File: config.mk
export PLATFORM = sky130hd
export DESIGN_NAME = lsu_byte_sequencer
export DESIGN_NICKNAME = d
export VERILOG_FILES = /design/src/rtl/lsu_byte_sequencer.sv
export SDC_FILE = /design/constraint.sdc
export NUM_CORES = 1
export LEC_CHECK = 0
export CORE_MARGIN = 8
export CORE_UTILIZATION = 40
export DETAILED_ROUTE_END_ITERATION = 16
export HOLD_SLACK_MARGIN = 0.03
export PLACE_DENSITY = 0.65
export SLEW_MARGIN = 20
export SYNTH_ARGS = -nofsm -noshare
export SYNTH_HDL_FRONTEND = slang
export SYNTH_SLANG_ARGS = --single-unit
File: constraint.sdc
create_clock -name clk -period 2.12 [get_ports clk]
set_clock_uncertainty 0.05 [all_clocks]
set_input_delay 0.318 -clock clk [delete_from_list [all_inputs] [get_ports clk]]
set_output_delay 0.318 -clock clk [all_outputs]
set_load 0.01 [all_outputs]
File: src/rtl/lsu_byte_sequencer.sv
// -----------------------------------------------------------------------------
// lsu_byte_sequencer
//
// Multi-cycle load/store controller between the exec stage and a single-port,
// byte-wide data memory with one cycle of read latency. One RISC-V load/store
// (LB/LH/LW/LBU/LHU/SB/SH/SW) is accepted per handshake. It is carried out as
// 1, 2 or 4 little-endian byte accesses. Load data is returned sign- or
// zero-extended, together with a single-cycle response pulse.
//
// Optional feature (compile-time macro MISALIGN_TRAP_EN):
//   defined   - misaligned halfword/word requests are rejected with resp_err=1
//               and perform no memory access.
//   undefined - misaligned requests complete byte by byte; addresses wrap at
//               the top of the 2**ADDR_W byte memory.
//
// Parameters:
//   ADDR_W      byte-address width of the data memory (depth 2**ADDR_W bytes)
//
// Ports:
//   clk         clock, rising edge
//   rst_n       asynchronous active-low reset
//   req_valid   request present
//   req_ready   block can accept a request (state is IDLE)
//   req_store   1 = store, 0 = load
//   req_funct3  RISC-V funct3 (000 B, 001 H, 010 W, 100 BU, 101 HU)
//   req_addr    effective byte address
//   req_wdata   store data, low bytes used
//   resp_valid  one-cycle completion pulse
//   resp_rdata  extended load data; 0 for stores and errors
//   resp_err    illegal request, valid with resp_valid
//   mem_en      memory access strobe
//   mem_we      write enable, qualified by mem_en
//   mem_addr    memory byte address
//   mem_wdata   write byte
//   mem_rdata   read byte, valid the cycle after a read strobe
// -----------------------------------------------------------------------------
module lsu_byte_sequencer #(
   parameter int ADDR_W = 3
) (
   input  logic              clk,
   input  logic              rst_n,
   input  logic              req_valid,
   output logic              req_ready,
   input  logic              req_store,
   input  logic [2:0]        req_funct3,
   input  logic [31:0]       req_addr,
   input  logic [31:0]       req_wdata,
   output logic              resp_valid,
   output logic [31:0]       resp_rdata,
   output logic              resp_err,
   output logic              mem_en,
   output logic              mem_we,
   output logic [ADDR_W-1:0] mem_addr,
   output logic [7:0]        mem_wdata,
   input  logic [7:0]        mem_rdata
);

   typedef enum logic [1:0] {
      IDLE    = 2'd0,
      ACCESS  = 2'd1,
      CAPTURE = 2'd2,
      RESP    = 2'd3
   } state_t;

   state_t            state_r;
   logic [1:0]        cnt_r;
   logic [1:0]        last_r;
   logic [ADDR_W-1:0] addr_r;
   logic [31:0]       wdata_r;
   logic [31:0]       data_r;
   logic [2:0]        funct3_r;
   logic              store_r;
   logic              err_r;
   logic              resp_valid_r;
   logic              resp_err_r;
   logic [31:0]       resp_rdata_r;

   logic              illegal_s;
   logic              misalign_s;
   logic              unused_addr_s;

   // Memory depth is 2**ADDR_W; the upper address bits have no effect.
   assign unused_addr_s = ^req_addr[31:ADDR_W];

   // Index of the final byte of the access: 0, 1 or 3.
   function automatic logic [1:0] last_index(input logic [1:0] size);
      logic [1:0] idx;
      case (size)
         2'b00:   idx = 2'd0;
         2'b01:   idx = 2'd1;
         default: idx = 2'd3;
      endcase
      return idx;
   endfunction

   // Sign extension when funct3[2]=0, zero extension when funct3[2]=1.
   function automatic logic [31:0] extend_load(input logic [31:0] raw,
                                               input logic [2:0]  f3);
      logic [31:0] ext;
      case (f3[1:0])
         2'b00:   ext = {{24{~f3[2] & raw[7]}},  raw[7:0]};
         2'b01:   ext = {{16{~f3[2] & raw[15]}}, raw[15:0]};
         default: ext = raw;
      endcase
      return ext;
   endfunction

   // Decode the funct3/store combinations that have no legal meaning.
   always_comb begin
      illegal_s = 1'b0;
      case (req_funct3)
         3'b000, 3'b001, 3'b010: illegal_s = 1'b0;
         3'b100, 3'b101:         illegal_s = req_store;   // no unsigned stores
         default:                illegal_s = 1'b1;
      endcase
   end

   // Alignment check; active only when misalignment traps are built in.
   always_comb begin
      misalign_s = 1'b0;
`ifdef MISALIGN_TRAP_EN
      case (req_funct3[1:0])
         2'b01:   misalign_s = req_addr[0];
         2'b10:   misalign_s = |req_addr[1:0];
         default: misalign_s = 1'b0;
      endcase
`else
      misalign_s = 1'b0;
`endif
   end

   // Sequencer FSM: request latching, byte capture and the registered response.
   always_ff @(posedge clk or negedge rst_n) begin
      if (!rst_n) begin
         state_r      <= IDLE;
         cnt_r        <= 2'd0;
         last_r       <= 2'd0;
         addr_r       <= {ADDR_W{1'b0}};
         wdata_r      <= 32'd0;
         data_r       <= 32'd0;
         funct3_r     <= 3'd0;
         store_r      <= 1'b0;
         err_r        <= 1'b0;
         resp_valid_r <= 1'b0;
         resp_err_r   <= 1'b0;
         resp_rdata_r <= 32'd0;
      end else begin
         // The response registers pulse for exactly one cycle.
         resp_valid_r <= 1'b0;
         resp_err_r   <= 1'b0;
         resp_rdata_r <= 32'd0;
         case (state_r)
            IDLE: begin
               if (req_valid) begin
                  addr_r   <= req_addr[ADDR_W-1:0];
                  wdata_r  <= req_wdata;
                  funct3_r <= req_funct3;
                  store_r  <= req_store;
                  last_r   <= last_index(req_funct3[1:0]);
                  cnt_r    <= 2'd0;
                  data_r   <= 32'd0;
                  if (illegal_s || misalign_s) begin
                     err_r   <= 1'b1;
                     state_r <= RESP;
                  end else begin
                     err_r   <= 1'b0;
                     state_r <= ACCESS;
                  end
               end else begin
                  state_r <= IDLE;
               end
            end
            ACCESS: begin
               // The byte read in the previous cycle is on mem_rdata now.
               if (!store_r && (cnt_r != 2'd0)) begin
                  data_r[{cnt_r - 2'd1, 3'b000} +: 8] <= mem_rdata;
               end else begin
                  data_r <= data_r;
               end
               if (cnt_r == last_r) begin
                  state_r <= store_r ? RESP : CAPTURE;
               end else begin
                  cnt_r <= cnt_r + 2'd1;
               end
            end
            CAPTURE: begin
               data_r[{last_r, 3'b000} +: 8] <= mem_rdata;
               state_r <= RESP;
            end
            RESP: begin
               resp_valid_r <= 1'b1;
               resp_err_r   <= err_r;
               if (err_r || store_r) begin
                  resp_rdata_r <= 32'd0;
               end else begin
                  resp_rdata_r <= extend_load(data_r, funct3_r);
               end
               state_r <= IDLE;
            end
            default: state_r <= IDLE;
         endcase
      end
   end

   // Memory port is decoded from state and counter so reset drops it at once.
   always_comb begin
      mem_en    = 1'b0;
      mem_we    = 1'b0;
      mem_addr  = {ADDR_W{1'b0}};
      mem_wdata = 8'd0;
      if (state_r == ACCESS) begin
         mem_en    = 1'b1;
         mem_we    = store_r;
         mem_addr  = addr_r + ADDR_W'(cnt_r);   // wraps modulo 2**ADDR_W
         mem_wdata = wdata_r[{cnt_r, 3'b000} +: 8];
      end else begin
         mem_en    = 1'b0;
      end
   end

   assign req_ready  = (state_r == IDLE);
   assign resp_valid = resp_valid_r;
   assign resp_err   = resp_err_r;
   assign resp_rdata = resp_rdata_r;

endmodule

==> summary.md, run 1 <==
| Metric | Value |
|---|---|
| Status | finished with violations |
| Failing checks | setup timing |
| Static Leak | 2.938 nW |
| Share of post-route cells with drive strength above 1 | 26.65% |
| Max Transition Viols Final | 0 |
| Num rows | 40 |
| Area leader, netlist | dfrtp_1 |
| Switch share | 34.97% |
| CP required | 1750 ps |
| Worst Max-Slew Pin Slew | 645.0 ps |
| Top Layer Used | met4 |
| Placed cell area | 0.006190 mm² |
| P_sw | 0.002986 W |
| Most frequent cell after synthesis | dfrtp_1 |
| Seq/Total Area, Yosys | 56.71% |
| Diodes inserted | 0 |
| Clk Latency, worst-skew pair | 340 ps |
| Fillers | 1,020 |
| Top-area cell type share of the netlist area | 56.71% |
| Flop pwr share | 35.4% |
| FFs w/ async S/R, synth | 100.0% |
| Worst hold path class | input port to async pin |
| CP Max Fanout | 3 |
| Die area | 0.01617 mm² |
| Core Area | 0.01206 mm² |
| Commonest cells post-synth | dfrtp_1 (112), mux2_2 (38), inv_1 (33), a22o_1 (29), a21oi_1 (27) |
| Mapped Cells | 376 |
| Count of different cell masters after synthesis | 52 |
| RSZ-0062 raised after global routing | true |
| Via count | 3,341 |
| Clk sinks | 112 |
| DRC violations left | 0 |
| DRT Pass-1 Iters | 4 |
| CTS Buffer Depth | 2 |
| Tot Pwr | 0.008539 W |
| Post-synth EDFFs | 0 |
| Hold Fails Final Rpt | 0 |
| Critical setup path kind | flop to output pin |
| Area added between synthesis and finish | 35.42% |
| Slew margin rel. | 56.97% |
| Peak Freq | 0.4632 GHz |
| Vias in the first global route | 3,615 |
| Vias per cell | 5.009 |
| Startpoint Class | flop |
| Finished layout cell area | 0.006693 mm² |
| Nets | 590 |
| Top Ports | 127 |
| 1st-iter DRT viols | 227 |
| DR WL/cell | 16.66 µm |
| Clk pwr share | 18.7% |
| Internal Dissipation | 0.005553 W |
| Remaining global-route overflow | 0 |
| Peak supply drop | 629.6 µV |
| Post-layout util | 55.49% |
| Tmin final | 2159 ps |
| Worst Slack Setup Final | -38.99 ps |
| Global-route wire length before repair | 18,690 µm |
| Multi-input gate area | 0.002022 mm² |
| Min Hold Slack | 441.4 ps |
| Initial core utilization | 40.98% |
| CP arrival | 1790 ps |
| Initial antenna violation count | 0 |
| Final WL | 11,110 µm |
| Main synth FF type | dfrtp_1 |
| Setup crit end kind | output pin |
| WL met2 | 5367 µm |
| Syn_area_per_cell | 13.14 µm² |
| Pwr dens | 1276 mW/mm² |
| DP HPWL | 8147 µm |
| Endpoints failing setup | 8 |
| Port Buffers | 97 |
| Worst slack at placement | -17.16 ps |
| Power share of the combinational group | 45.9% |
| Tot GR Track Use | 14.40% |
| Total area of sequential cells | 0.002803 mm² |
| DRT met1 WL | 4601 µm |
| Chip width | 127.2 µm |
| Max cap viols | 0 |
| TritonCTS Buffers | 9 |
| Syn Nets | 472 |
| Cell Area, Synth | 0.004942 mm² |
| Largest net degree at the start of global routing | 59 |
| Yosys warning count | 0 |
| Clk slew on worst S/H paths | 70 ps |
| Die Y | 127.2 µm |
| Root buffer cell | clkbuf_16 |
| H-tree depth | 3 |
| Placer Congestion | 0.7551 |
| Seq cells post-synth | 112 |
| Synth area leaders | dfrtp_1 (57%), mux2_2 (8.7%), a22o_1 (5.1%) |
| Antenna Nets Post-Route | 0 |
| Routed wl met3 | 1007 µm |
| Period utilization | 101.8% |
| CTS tree | done |
-- final timing paths --
check,slack [ps],to,from,cells past startpoint
min in group clk,440,data_r[8],data_r[8],1
max in group asynchronous,890,addr_r[1],rst_n,3
hold reg to reg,440,data_r[8],data_r[8],1
setup / recovery,-40,mem_addr[1],cnt_r[0],6
hold / removal,440,data_r[15],rst_n,2
setup reg to reg,110,data_r[22],cnt_r[0],9
-- final cells by class --
type / instances / area share [%]
clock buffer: 11 / 3.627
timing repair buffer: 124 / 18.66
sequential: 112 / 41.88
multi-input combinational: 213 / 30.21
tap: 168 / 3.141
clock inverter: 5 / 0.5795
inverter: 34 / 1.907
-- state kept, by name (all words and copies together) (netlist names) --
register / flops
cnt_r: 2
wdata_r: 32
resp_err: 1
data_r: 32
addr_r: 3
resp_valid: 1
store_r: 1
resp_rdata: 32
err_r: 1
funct3_r: 3
last_r: 2
state_r: 2
-- metrics by stage --
step / std cells / TNS [ps]
finish: 667 / -202.6
global route: 667 / -721.0
CTS: 667 / -288.7
detailed placement: 641 / -37.15
global placement: 641 / -6.462
floorplan: 376 / 0
-- kinds of logic (layout without fill, tap and decap cells) --
| group | Yosys count | in the layout | share of synthesized area [%] |
|---|---|---|---|
| compound gates | 92 | 92 | 13.85 |
| xor+xnor | 3 | 3 | 0.5317 |
| simple gates | 54 | 54 | 7.164 |
| flops | 112 | 112 | 56.71 |
| buf+inv | 51 | 174 | 4.785 |
| fa+ha+maj | 17 | 17 | 4.456 |
| mux | 47 | 47 | 12.51 |
-- critical path, cell delays in order, from the launching register on --
cell	delay (ps)
dfrtp_1	420
buf_4	160
ha_4	150
inv_2	40
fa_2	420
nor2b_1	110
buf_2	150
-- cell usage in the layout (no fill, tap or decap), types with 2 or more instances in the layout --
| master | synthesis | final |
|---|---|---|
| dfrtp_1 | 112 | 112 |
| clkdlybuf4s50_1 | 0 | 84 |
| mux2_2 | 38 | 38 |
| inv_1 | 33 | 31 |
| a22o_1 | 29 | 29 |
| a21oi_1 | 27 | 27 |
| buf_6 | 4 | 16 |
| buf_4 | 1 | 14 |
| ha_1 | 16 | 12 |
| o21ai_0 | 10 | 10 |
| clkbuf_16 | 0 | 9 |
| mux4_2 | 8 | 8 |
| and3_1 | 8 | 8 |
| and2_4 | 0 | 7 |
| and2_1 | 13 | 6 |
| nand2_1 | 6 | 6 |
| nor2b_1 | 4 | 4 |
| a22oi_1 | 4 | 4 |
| o21ai_4 | 4 | 4 |
| o211ai_1 | 4 | 4 |
| ha_4 | 0 | 4 |
| buf_12 | 0 | 4 |
| nor2_1 | 3 | 3 |
| o2bb2ai_1 | 3 | 3 |
| buf_2 | 8 | 3 |
| inv_2 | 0 | 2 |
| nor2_4 | 1 | 2 |
| nand2_2 | 2 | 2 |
| o21ai_2 | 1 | 2 |
| nand3b_1 | 2 | 2 |
| nand3_1 | 2 | 2 |
| xor2_1 | 2 | 2 |
| nor2_2 | 3 | 2 |
| inv_6 | 0 | 2 |
| dlygate4sd2_1 | 0 | 2 |
-- what timing repair did --
item / CTS / global route
setup buffers: 9 / 0
pin swaps: 9 / 2
hold endpoints to repair: 38 / 0
setup endpoints to repair: 15 / 40
resized for setup: 67 / 17
hold buffers: 1 / 0
-- metal layers --
| metal | up-vias | global-route usage, % |
|---|---|---|
| met5 | - | 0 |
| met4 | 0 | 3.779 |
| met2 | 122 | 24.53 |
| met3 | 11 | 5.740 |
| met1 | 1637 | 16.51 |
| li1 | 1571 | - |
-- power by group through the flow --
| stage | Combinational, W | Clock (W) | Sequential, W |
|---|---|---|---|
| after floorplan | 0.00235 | 0 | 0.00295 |
| after global placement | 0.00343 | 0 | 0.00302 |
| after detailed placement | 0.00351 | 0 | 0.00305 |
| after CTS | 0.00377 | 0.00164 | 0.00302 |
| after global routing | 0.00430 | 0.00174 | 0.00310 |
| final | 0.00392 | 0.00160 | 0.00302 |
Note: power is estimated with default switching activity, not from simulation.
==> run 2: changes to the inputs <==
Settings changed: PLACE_DENSITY 0.65 to not set, PLACE_DENSITY_LB_ADDON set to 0.2, SKIP_LAST_GASP set to 1.
==> summary.md, run 2 (same netlist as run 1, synthesis figures left out) <==
| Metric | Value |
|---|---|
| CP arrival | 1780 ps (about the same) |
| Fillers | 1,025 (+0.49%) |
| Chip width | 127.2 µm (unchanged) |
| Top Ports | 127 (unchanged) |
| Area added between synthesis and finish | 35.32% (about the same) |
| Clk Latency, worst-skew pair | 350 ps (about the same) |
| Via count | 3,350 (+0.27%) |
| Clk slew on worst S/H paths | 80 ps (about the same) |
| Tot GR Track Use | 14.04% (-0.36 points) |
| Startpoint Class | flop |
| Clk sinks | 112 (unchanged) |
| CP required | 1750 ps (about the same) |
| Core Area | 0.01206 mm² (unchanged) |
| Peak Freq | 0.4648 GHz (+0.34%) |
| Period utilization | 101.5% (-0.35 points) |
| Worst Slack Setup Final | -31.59 ps (+7.400 ps) |
| Placer Congestion | 0.7700 (+2.0%) |
| Die area | 0.01617 mm² (unchanged) |
| Worst hold path class | input port to async pin |
| Nets | 589 (-0.17%) |
| Final WL | 11,050 µm (-0.56%) |
| Share of post-route cells with drive strength above 1 | 26.91% (+0.25 points) |
| DP HPWL | 7938 µm (-2.6%) |
| Peak supply drop | 674.4 µV (+7.1%) |
| Tmin final | 2152 ps (-7.400 ps) |
| Remaining global-route overflow | 0 (unchanged) |
| Hold Fails Final Rpt | 0 (unchanged) |
| Setup crit end kind | output pin |
| Num rows | 40 (unchanged) |
| TritonCTS Buffers | 9 (unchanged) |
| Placed Cells incl. Taps | 641 (unchanged) |
| Largest net degree at the start of global routing | 48 (-19%) |
| Max Transition Viols Final | 0 (unchanged) |
| Most frequent cells in the layout | dfrtp_1 (112), clkdlybuf4s50_1 (84), mux2_2 (38) |
| CP Max Fanout | 2 (-1) |
| Vias per cell | 5.030 (+0.42%) |
| DR WL/cell | 16.59 µm (-0.41%) |
| Slew margin rel. | 56.94% (about the same) |
| Port Buffers | 97 (unchanged) |
| Status | finished with violations |
| DRT Pass-1 Iters | 4 (unchanged) |
| Finished layout cell area | 0.006688 mm² (about the same) |
| CTS Buffer Depth | 2 (unchanged) |
| Critical setup path kind | flop to output pin |
| Most common cell after layout, fill and taps aside | dfrtp_1 |
| Diodes inserted | 0 (unchanged) |
| Failing checks | setup timing |
| Max cap viols | 0 (unchanged) |
| Root buffer cell | clkbuf_16 |
| Static Leak | 2.952 nW (+0.47%) |
| Post-layout util | 55.45% (about the same) |
| DRC violations left | 0 (unchanged) |
| Vias in the first global route | 3,636 (+0.58%) |
| H-tree depth | 3 (unchanged) |
| RSZ-0062 raised after global routing | true |
| Fin cells | 666 (-0.15%) |
| Global-route wire length before repair | 18,440 µm (-1.3%) |
| 1st-iter DRT viols | 217 (-4.4%) |
| Die Y | 127.2 µm (unchanged) |
| CTS tree | done |
| Worst Max-Slew Pin Slew | 645.5 ps (+0.5315 ps) |
| Initial antenna violation count | 0 (unchanged) |
| Placed cell area | 0.006202 mm² (+0.20%) |
| Antenna Nets Post-Route | 0 (unchanged) |
| Pwr dens | 1274 mW/mm² (-0.18%) |
| Initial core utilization | 40.98% (unchanged) |
| Endpoints failing setup | 6 (-2) |
==> run 2: worst paths after layout <==
check                          start             to  slack [ps]  depth (start not counted)
max                         cnt_r[0]    mem_addr[2]         -30                          7
min                            rst_n  resp_rdata[3]         410                          2
max reg2reg                 cnt_r[0]     data_r[23]          20                          9
min reg2reg                data_r[1]      data_r[1]         450                          1
max in group asynchronous      rst_n     wdata_r[7]        1020                          3
min in group clk           data_r[1]      data_r[1]         450                          1
==> run 2: critical path, stage by stage (launching register included) <==
cell and delay [ps]:
dfrtp_1 390, buf_6 120, ha_4 120, inv_2 30, fa_2 370, xnor2_2 160, and2_4 160, buf_6 90
==> run 2: final cells by class <==
| cell class | instances | area (µm²) | share of cell area, % |
|---|---|---|---|
| repair buffers | 123 | 1249 | 18.67 |
| multi-input cells | 213 | 2013 | 30.10 |
| inverters | 34 | 131.4 | 1.964 |
| clock inverters | 5 | 38.79 | 0.5800 |
| well taps | 168 | 210.2 | 3.143 |
| clock buffers | 11 | 242.7 | 3.630 |
| flip-flops and latches | 112 | 2803 | 41.91 |
==> run 2: layer usage <==
metal,part of all wire [%],track usage (%),up-vias
met5,0,0,-
met4,1.3,5.248,0
met3,6.0,4.035,11
met2,49,23.09,74
met1,44,17.17,1695
li1,-,-,1570
==> run 2: what timing repair did <==
item,4_1_cts,5_1_grt
gates cloned,0,0
pin swaps,7,8
hold buffers,1,0
hold endpoints to repair,29,0
buffers inserted,5,4
endpoints found under the setup margin,13,41
resized for setup,53,27
==> run 2: power breakdown <==
part	switching [W]	leakage, nW	internal (W)
logic	0.00187	1.35	0.00200
clock network	0.000779	0.137	0.000840
registers	0.000358	1.46	0.00267
==> run 2: stage by stage <==
step	hold slack (ps)	total power (W)	setup WS (ps)	setup TNS, ps
floorplan	-27.59	0.005296	168.3	0
CTS	409.6	0.008313	-83.83	-202.1
detailed placement	239.8	0.006555	-33.01	-156.9
global route	441.8	0.009087	-101.3	-2560
global placement	232.7	0.006451	-28.09	-153.9
finish	405.2	0.008517	-31.59	-64.72
==> run 3: changes to the inputs <==
Settings changed: CORE_MARGIN 8 to 4.
==> summary.md, run 3 (same netlist as run 1, synthesis figures left out) <==
| Metric | Value |
|---|---|
| Peak Freq | 0.4675 GHz (+0.59%) |
| Worst hold path class | input port to async pin |
| Tot Pwr | 0.008687 W (+2.0%) |
| Vias per cell | 4.970 (-1.2%) |
| Clk sinks | 112 (unchanged) |
| CP cell instances | buf_6 -> buf_6 -> mux4_2 -> and2_4 -> buf_2 |
| Via count | 3,295 (-1.6%) |
| Failing checks | setup timing |
| Period utilization | 100.9% (-0.60 points) |
| Critical setup path kind | flop to output pin |
| Port Buffers | 97 (unchanged) |
| Share of post-route cells with drive strength above 1 | 27.27% (+0.37 points) |
| Setup crit end kind | output pin |
| Initial antenna violation count | 0 (unchanged) |
| TritonCTS Buffers | 9 (unchanged) |
| CP arrival | 1770 ps (about the same) |
| R2R depth | 9 (unchanged) |
| Max Transition Viols Final | 0 (unchanged) |
| Peak supply drop | 593.0 µV (-12%) |
| Placer Congestion | 0.7772 (+0.94%) |
| Global-route wire length before repair | 17,820 µm (-3.4%) |
| DP HPWL | 7416 µm (-6.6%) |
| DR WL/cell | 16.04 µm (-3.3%) |
| Pwr dens | 1294 mW/mm² (+1.6%) |
| CTS tree | done |
| Tmin final | 2139 ps (-12.69 ps) |
| Slew margin rel. | 56.47% (-0.47 points) |
| Tot GR Track Use | 15.65% (+1.6 points) |
| FF-to-FF setup slack | 40 ps (+20 ps) |
| Most frequent cells in the layout | dfrtp_1 (112), clkdlybuf4s50_1 (84), mux2_2 (38) |
| RSZ-0062 raised after global routing | true |
| Buf/Inv on CP | 3 (unchanged) |
| Largest net degree at the start of global routing | 44 (-8.3%) |
| CP required | 1750 ps (about the same) |
| Top Ports | 127 (unchanged) |
| H-tree depth | 3 (unchanged) |
| Nets | 586 (-0.51%) |
| Area added between synthesis and finish | 35.85% |
| DRT Pass-1 Iters | 4 (unchanged) |
| 1st-iter DRT viols | 177 (-18%) |
| Vias in the first global route | 3,559 (-2.1%) |
| Most frequent CP cell | buf_6 |
| Min Hold Slack | 387.9 ps (-17.21 ps) |
| CP top delay family | multiplexers |
| Clk slew on worst S/H paths | 70 ps (about the same) |
| Die Y | 119.2 µm (-6.3%) |
| Origin of the critical flop-to-flop path | cnt_r[0] |
| CP Max Fanout | 7 (+5) |
| Static Leak | 2.963 nW (+0.36%) |
| Status | finished with violations |
| Core Area | 0.01206 mm² (unchanged) |
| Hold Fails Final Rpt | 0 (unchanged) |
| Worst path max stage delay | 480 ps (+90 ps) |
| Max cap viols | 0 (unchanged) |
| Worst slack at placement | -21.07 ps (+11.95 ps) |
| Critical Path Slowest Stage Cell | mux4_2 |
| Startpoint Class | flop |
| Remaining global-route overflow | 0 (unchanged) |
| Root buffer cell | clkbuf_16 |
| Num rows | 40 (unchanged) |
| Initial core utilization | 40.98% (unchanged) |
| Worst Slack Setup Final | -18.90 ps (+12.69 ps) |
| Clk Latency, worst-skew pair | 350 ps (about the same) |
| Worst Max-Slew Pin Slew | 652.6 ps (+7.027 ps) |
| Chip width | 119.2 µm (-6.3%) |
| Most common cell after layout, fill and taps aside | dfrtp_1 |
| Diodes inserted | 0 (unchanged) |
| CTS Buffer Depth | 2 (unchanged) |
| DRC violations left | 0 (unchanged) |
| Setup TNS | -54.90 ps (+9.821 ps) |
| Antenna Nets Post-Route | 0 (unchanged) |
| Endpoints failing setup | 5 (-1) |
| Reg-to-Reg End | data_r[30] |
| Final WL | 10,630 µm (-3.8%) |
| Die area | 0.01420 mm² (-12%) |
[run 3: cell types whose count changed in the layout (fill, tap and decap cells not counted), sizes merged]
cell      previous run  this run
buf                 36        33
clkbuf              11         9
clkinvlp             2         0
inv                 34        36
bufinv               0         1
clkinv               3         4
[run 3: final cells by class]
| type | count | area, µm² |
|---|---|---|
| fill | 1037 | 5348 |
| timing repair buffer | 120 | 1241 |
| sequential | 112 | 2803 |
| multi-input combinational | 213 | 2019 |
| inverter | 34 | 127.6 |
| clock buffer | 9 | 225.2 |
| clock inverter | 7 | 87.58 |
| tap | 168 | 210.2 |
[run 3: how the worst max path moves through the flow]
stage	endpoint	from	cells after the start
6_report	mem_wdata[4]	cnt_r[0]	5
5_1_grt	mem_addr[2]	cnt_r[0]	7
4_1_cts	mem_wdata[7]	cnt_r[0]	5
3_5_place_dp	mem_wdata[7]	cnt_r[0]	4
3_3_place_gp	mem_addr[2]	cnt_r[0]	6
2_1_floorplan	data_r[10]	cnt_r[0]	9
[run 3: through the flow]
| step | area (µm²) | instances | utilization, % |
|---|---|---|---|
| floorplan | 4942 | 376 | - |
| global placement | 6172 | 637 | 51.17 |
| detailed placement | 6172 | 637 | 51.17 |
| CTS | 6576 | 664 | 54.52 |
| global route | 6714 | 663 | 55.66 |
| finish | 6714 | 663 | 55.66 |
[run 3: repair_timing]
| item | 4_1_cts | 5_1_grt |
|---|---|---|
| setup endpoints to repair | 13 | 44 |
| hold buffers | 1 | 0 |
| gates resized for setup | 53 | 38 |
| setup buffers | 10 | 1 |
| pin swaps | 6 | 13 |
| hold endpoints to repair | 28 | 0 |
[run 3: layer usage]
layer / track usage [%] / routed length, µm
met3: 4.131 / 573
met5: 0 / 0
met4: 5.358 / 184
met2: 25.33 / 5252
met1: 20.43 / 4622
[run 3: power breakdown]
group          internal, W  switching (W)  leakage [nW]
clock             0.000944       0.000817         0.154
combinational      0.00203        0.00188          1.34
sequential         0.00267       0.000351          1.46
